$ cat src/rtl/fetch_unit.sv
// rtl/fetch_unit.sv - instruction fetch stage: program counter, imem request/grant/response, instruction FIFO
// fetch_fifo buffers {inst, pc} pairs; fetch_unit owns the PC and the single-outstanding-request FSM.

module fetch_fifo #(
  parameter int DEPTH = 2,
  parameter int W     = 64
) (
  input  logic                   clk,
  input  logic                   reset,
  input  logic                   flush,
  input  logic                   s_tvalid,
  input  logic [W-1:0]           s_tdata,
  output logic                   m_tvalid,
  output logic [W-1:0]           m_tdata,
  input  logic                   m_tready,
  output logic [$clog2(DEPTH):0] count
);
  localparam int AW = $clog2(DEPTH);
  localparam int CW = AW + 1;

  logic [W-1:0]  mem [DEPTH];
  logic [AW-1:0] rd_ptr;
  logic [AW-1:0] wr_ptr;
  logic          pop;

  assign m_tvalid = (count != '0);
  assign m_tdata  = mem[rd_ptr];
  assign pop      = m_tvalid && m_tready;

  always_ff @(posedge clk) begin
    if (reset) begin
      rd_ptr <= '0;
      wr_ptr <= '0;
      count  <= '0;
      for (int i = 0; i < DEPTH; i++) mem[i] <= '0;
    end else if (flush) begin
      // Flush drops both the pending push and any pop in the same cycle.
      rd_ptr <= '0;
      wr_ptr <= '0;
      count  <= '0;
    end else begin
      if (s_tvalid) begin
        mem[wr_ptr] <= s_tdata;
        wr_ptr      <= wr_ptr + 1'b1;
      end
      if (pop) rd_ptr <= rd_ptr + 1'b1;
      case ({s_tvalid, pop})
        2'b10:   count <= count + CW'(1);
        2'b01:   count <= count - CW'(1);
        default: count <= count;
      endcase
    end
  end
endmodule

module fetch_unit #(
  parameter logic [31:0] RESET_PC = 32'h0000_0000,
  parameter int          DEPTH    = 2
) (
  input  logic        clk,
  input  logic        reset,
  output logic        imem_req,
  output logic [31:0] imem_addr,
  input  logic        imem_gnt,
  input  logic        imem_rvalid,
  input  logic [31:0] imem_rdata,
  input  logic        redirect_valid,
  input  logic [31:0] redirect_pc,
  output logic        inst_valid,
  output logic [31:0] inst,
  output logic [31:0] inst_pc,
  input  logic        inst_ready
);
  localparam int CW = $clog2(DEPTH) + 1;

  typedef enum logic [1:0] {IDLE, WAIT, DISCARD} state_t;

  state_t        state;
  logic [31:0]   fetch_pc;
  logic [31:0]   issued_pc;
  logic [CW-1:0] count;
  logic          fire;
  logic          push;
  logic [63:0]   head;
  logic          unused_pc_bits;

  assign unused_pc_bits = ^redirect_pc[1:0];

  // Space is checked against occupancy without crediting this cycle's pop,
  // so the single outstanding response always has a free slot.
  assign imem_req  = !reset && (state == IDLE) && (count < CW'(DEPTH));
  assign imem_addr = fetch_pc;
  assign fire      = imem_req && imem_gnt;
  assign push      = (state == WAIT) && imem_rvalid && !redirect_valid;

  fetch_fifo #(.DEPTH(DEPTH), .W(64)) u_fifo (
    .clk      (clk),
    .reset    (reset),
    .flush    (redirect_valid),
    .s_tvalid (push),
    .s_tdata  ({imem_rdata, issued_pc}),
    .m_tvalid (inst_valid),
    .m_tdata  (head),
    .m_tready (inst_ready),
    .count    (count)
  );

  assign inst    = head[63:32];
  assign inst_pc = head[31:0];

  always_ff @(posedge clk) begin
    if (reset) begin
      state     <= IDLE;
      fetch_pc  <= {RESET_PC[31:2], 2'b00};
      issued_pc <= {RESET_PC[31:2], 2'b00};
    end else if (redirect_valid) begin
      fetch_pc <= {redirect_pc[31:2], 2'b00};
      // Any request still owed a response on the old path must be drained.
      case (state)
        IDLE:    state <= fire ? DISCARD : IDLE;
        WAIT:    state <= imem_rvalid ? IDLE : DISCARD;
        DISCARD: state <= imem_rvalid ? IDLE : DISCARD;
        default: state <= IDLE;
      endcase
    end else begin
      case (state)
        IDLE: begin
          if (fire) begin
            state     <= WAIT;
            issued_pc <= fetch_pc;
            fetch_pc  <= fetch_pc + 32'd4;
          end
        end
        WAIT:    if (imem_rvalid) state <= IDLE;
        DISCARD: if (imem_rvalid) state <= IDLE;
        default: state <= IDLE;
      endcase
    end
  end
endmodule

$ cat config.mk
export PLATFORM = sky130hd
export DESIGN_NAME = fetch_unit
export DESIGN_NICKNAME = d
export VERILOG_FILES = /design/src/rtl/fetch_unit.sv
export SDC_FILE = /design/constraint.sdc
export NUM_CORES = 1
export LEC_CHECK = 0
export CAP_MARGIN = 25
export CORE_MARGIN = 3
export CORE_UTILIZATION = 58
export CTS_BUF_LIST = sky130_fd_sc_hd__clkbuf_8
export CTS_CLUSTER_DIAMETER = 200
export DETAILED_ROUTE_END_ITERATION = 16
export GPL_TIMING_DRIVEN = 0
export PLACE_DENSITY = 0.88
export SLEW_MARGIN = 20
export SYNTH_ARGS = -nofsm -noshare
export SYNTH_HDL_FRONTEND = slang
export SYNTH_SLANG_ARGS = --single-unit
$ cat constraint.sdc
create_clock -name clk -period 9.1 [get_ports clk]
set_input_delay 2.275 -clock clk [delete_from_list [all_inputs] [get_ports clk]]
set_output_delay 2.275 -clock clk [all_outputs]
set_load 0.01 [all_outputs]
# == After elaboration in Yosys (flattened, before gate mapping) ==
# Memory sizes are Yosys's and may differ from the RTL's. A register that Yosys moved wholly into a read port is not among the register bits.
# Cells that the tools add are included.
# W data, S select, Z words.
# totals
ff_bits,70
ramBits,128
input_bits,70
output_inout_bits,98
n_memories,1
# classes
addsub,5
n_lt_le_gt_ge,1
n_eq_ne,6
n_mux,22
bitwise,1
reduce_logical,20
# memory_table
name,words,width,rd,rd_clocked_by_memory_dff,write_ports,line_no,source
u_fifo.mem,2,64,1,1,2,21,logic [W-1:0] mem [DEPTH];
# op_table
cell,count
$mux W32,3
$mux W64,1
$reduce_or A64 Y1,1
$add A32 B3 Y32 const B,1
$pmux W2 S2,3
$mux W1,10
$mux W2,5
$reduce_bool A2 Y1,4
$logic_and A1 B1 Y1,6
$reduce_and A2 Y1,3
$eq A2 B1 Y1 const B,2
$eq A2 B2 Y1 const B,2
$reduce_or A2 Y1,2
$ne A3 B1 Y1 const B,1
$ne A3 B3 Y1 const B,1
$reduce_and A3 Y1,1
$add A1 B1 Y1 const B,2
$add A2 B1 Y2 const B,1
$logic_not A1 Y1,2
$logic_not A2 Y1,1
$lt A2 B2 Y1 const B,1
$sub A2 B1 Y2 const B,1
$not A1 Y1,1

# == Depth between registers and ports, before layout ==
# depth
ltp_word,9
depth_mapped,9

# == Cells and area by module ==
# Synthesis repeated with hierarchy kept, for this count alone.
# unflattened
hier_cells,737
area_unflattened_um2,8689.6
# modules_own_cells
module,n_inst,cells_per_inst,area_per_inst_um2,seq_area_each_um2
fetch_fifo,1,382,5790.6,3943.8
fetch_unit,1,355,2899.0,1241.2

# == Least setup slack after synthesis ==
# OpenSTA, ideal clock, no wires.
# synth_timing
kind,in2reg
from,in imem_rvalid
to,"mem u_fifo.mem[0][10], enable pin"
setup_time_ns,0.495
arrival_ns,5.593
slack_ns,3.013
cell_stages,4
n_path_buf,1
cell_sequence,nand2_1 or2_1 clkbuf_1 o21bai_1
# synth_rtl
element,line_no,source
"start, declared",65,"input logic imem_rvalid,"
"end, declared",21,

# == Final worst setup path ==
# layout_timing
from,in reset
to,out imem_req
# layout_via
elab_chain_len,3
# layout_rtl
element,line_no,source
"start, declared",61,"input logic reset,"
$logic_not A1 Y1,91,assign imem_req = !reset && (state == IDLE) && (count < CW'(DEPTH));
$logic_and A1 B1 Y1 (2 in series),91,
"end, declared",62,"output logic imem_req,"
# Every way passes these cells.

==> flow_summary.json <==
{
  "post_cts.repair.setup_buffers": 0,
  "via_per_inst": 5.369,
  "dp_hpwl_mm": 12.97,
  "clock_sinks": 191,
  "clkPwrFrac_pct": 31.8,
  "combPwrFrac_pct": 10.1,
  "seq_area_um2": 5065,
  "ctsResizeCount": 0,
  "cts_tree": "yes",
  "fin_crit_sh_pct": 74.15,
  "required_ns": 6.83,
  "relSlewSlack_pct": 48.25,
  "async_flop_share_pct": 0,
  "fin_skew_ns": 0.008472,
  "max_freq_ghz": 0.1482,
  "grt_pass1_vias": 5840,
  "place_congestion": 0.8239,
  "synth.most_common_cell": "and2_1",
  "netlist_instances": 738,
  "swShare_pct": 23.25,
  "area_delta_synth_final_pct": 27.57,
  "chipWidth_um": 127.4,
  "antenna_found_initial": 0,
  "synth_commonest_cells": "and2_1 (125), edfxtp_1 (124), nand2_1 (75), dfxtp_1 (67), mux2_2 (62)",
  "p_int_mw": 1.286,
  "outcome": "finished clean",
  "cts_buffers": 17,
  "grt_overflow": 0,
  "rows": 43,
  "grt_pass1_wl_mm": 28.95,
  "initial_utilization_pct": 60.37,
  "yosysTopAreaCell": "edfxtp_1",
  "netlist_area_um2": 8542,
  "n_fill_cell": 920,
  "drtPass1Iterations": 5,
  "multiInputGateArea_um2": 3226,
  "clock_latency_ns": 0.46,
  "tns_ns": 0,
  "drc": 0,
  "cts_max_level": 4,
  "min_path_type": "reg2reg",
  "end_kind": "output port",
  "rsz0062_at_grt": "false",
  "cts-hold-fix-buffers": 0,
  "path_clk_slew_ns": 0.09,
  "grt_use_total_pct": 22.75,
  "clk_path_buf_depth": 2,
  "synth_cell_type_count": 48,
  "fin_nets": 1000,
  "critPathArrivalTime_ns": 4.47,
  "leakage_nw": 3.972,
  "seq_area_frac_synth_pct": 59.29,
  "synth_edf_count": 124,
  "postRouteAntennaNets": 0,
  "drv_cap": 0,
  "vias": 6002,
  "die_h_um": 127.4,
  "period_needed_ns": 6.747,
  "maxSlewViolCount": 0,
  "synth_top_area_share_pct": 43.59,
  "io_buffers": 161,
  "finalSetupViolCount": 0,
  "yosysWarnings": 0,
  "powerDensity_nw_per_um2": 153.8,
  "fin_util_pct": 77.01,
  "ioPinCount": 168,
  "setup.worst_path.class": "in2out",
  "tightest_slew_ns": 0.7741,
  "drt_wl_total_mm": 18.19,
  "grt_max_degree": 28,
  "seqPwrFrac_pct": 58.1,
  "cp_max_fo": 10,
  "synth.avg_cell_area_um2": 11.57,
  "hold_violations": 0,
  "wl_per_cell_um": 16.27,
  "ys_ff_latch": 191,
  "drt_iter0_markers": 480,
  "drive_gt1_share_pct": 12.79,
  "cts_root_buffer": "clkbuf_8",
  "synth_area_leaders": "edfxtp_1 (44%), dfxtp_1 (16%), and2_1 (9.2%)",
  "die_area_um2": 16220,
  "p_sw_uw": 389.7,
  "synth-main-ff-cell": "edfxtp_1",
  "diodes": 0,
  "core_area_um2": 14150,
  "cp-start-kind": "primary input",
  "vdd_drop_max_mv": 0.07972
}
-- layout by cell type (no fill, tap or decap), types with 3 or more instances in the layout --
| cell | count |
|---|---|
| clkdlybuf4s50_1 | 161 |
| and2_1 | 125 |
| edfxtp_1 | 124 |
| nand2_1 | 75 |
| dfxtp_1 | 67 |
| mux2_2 | 62 |
| a21oi_1 | 57 |
| clkbuf_1 | 35 |
| nor2_1 | 27 |
| inv_1 | 21 |
| xnor2_1 | 20 |
| clkbuf_8 | 17 |
| nand3_1 | 14 |
| nand4_1 | 13 |
| o21a_1 | 13 |
| xor2_1 | 11 |
| mux2i_1 | 7 |
| buf_2 | 6 |
| nor3_1 | 5 |
| buf_4 | 5 |
| ha_1 | 5 |
| nor4_1 | 4 |
| conb_1 | 4 |
| clkinvlp_4 | 4 |
| buf_1 | 3 |
| nor3_2 | 3 |
| o22ai_1 | 3 |
| or3_1 | 3 |
| clkinv_4 | 3 |
| clkinv_2 | 3 |
| buf_16 | 3 |
-- worst max-delay path: stages --
cell	delay (ns)
clkdlybuf4s50_1	0.68
clkbuf_1	0.42
buf_1	0.45
nor3b_1	0.13
clkdlybuf4s50_1	0.51
-- logic make-up after synthesis --
| family | count (synthesis) | synth area share (%) |
|---|---|---|
| AO/OA/AOI/OAI | 82 | 5.507 |
| XOR/XNOR | 31 | 3.179 |
| adder cells (fa/ha/maj) | 5 | 0.7324 |
| buffers and inverters | 69 | 3.340 |
| flip-flops | 191 | 59.29 |
| multiplexers | 69 | 8.994 |
| other | 1 | 0.04390 |
| AND/OR/NAND/NOR | 290 | 18.91 |
-- per-layer routing --
metal	vias to the layer above	track usage [%]	part of all wire [%]
met5	-	0	0
met4	0	7.192	1.7
met3	29	4.724	7.1
met2	237	38.25	50
met1	2808	29.78	41
li1	2928	-	-
-- power by group through the flow --
stage | Combinational (mW) | Sequential (mW) | Clock [mW]
2_1_floorplan | 0.0705 | 0.992 | 0
3_3_place_gp | 0.160 | 0.995 | 0
3_5_place_dp | 0.169 | 0.992 | 0
4_1_cts | 0.170 | 0.973 | 0.538
5_1_grt | 0.182 | 0.977 | 0.576
6_report | 0.169 | 0.973 | 0.533
-- sequential cells by signal, indices dropped and copies added, names as in the netlist, named ones only --
signal         count
issued_pc         30
u_fifo.count       2
u_fifo.rd_ptr      1
u_fifo.mem       124
imem_addr         30
u_fifo.wr_ptr      1
state              2
-- final cells by class --
type	instances	share of cell area, %
Inverter	20	0.6889
Tap cell	180	2.067
Buffer	49	1.929
Clock inverter	15	1.355
Timing Repair Buffer	165	15.73
Multi-Input combinational cell	481	29.60
Clock buffer	17	2.147
Sequential cell	191	46.48
-- final timing paths --
| check | from | endpoint | slack, ns | cells past startpoint |
|---|---|---|---|---|
| hold reg to reg | issued_pc[18] | issued_pc[18] | 0.46 | 2 |
| setup / recovery | reset | imem_req | 2.35 | 5 |
| setup reg to reg | state[1] | u_fifo.mem[0][59] | 6.70 | 8 |
| hold / removal | issued_pc[18] | issued_pc[18] | 0.46 | 2 |
-- through the flow --
stage	worst slack, ns	power (mW)	instances	cell area, um2	hold WS, ns
after CTS	2.382	1.681	1118	10900	0.4646
after global placement	1.009	1.155	1082	10390	0.4480
final	2.353	1.676	1118	10900	0.4635
after global routing	2.227	1.735	1118	10900	0.4912
after detailed placement	2.391	1.161	1086	10520	0.4521
after floorplan	3.013	1.063	741	8553	0.4401
(Power assumes the default switching activity.)
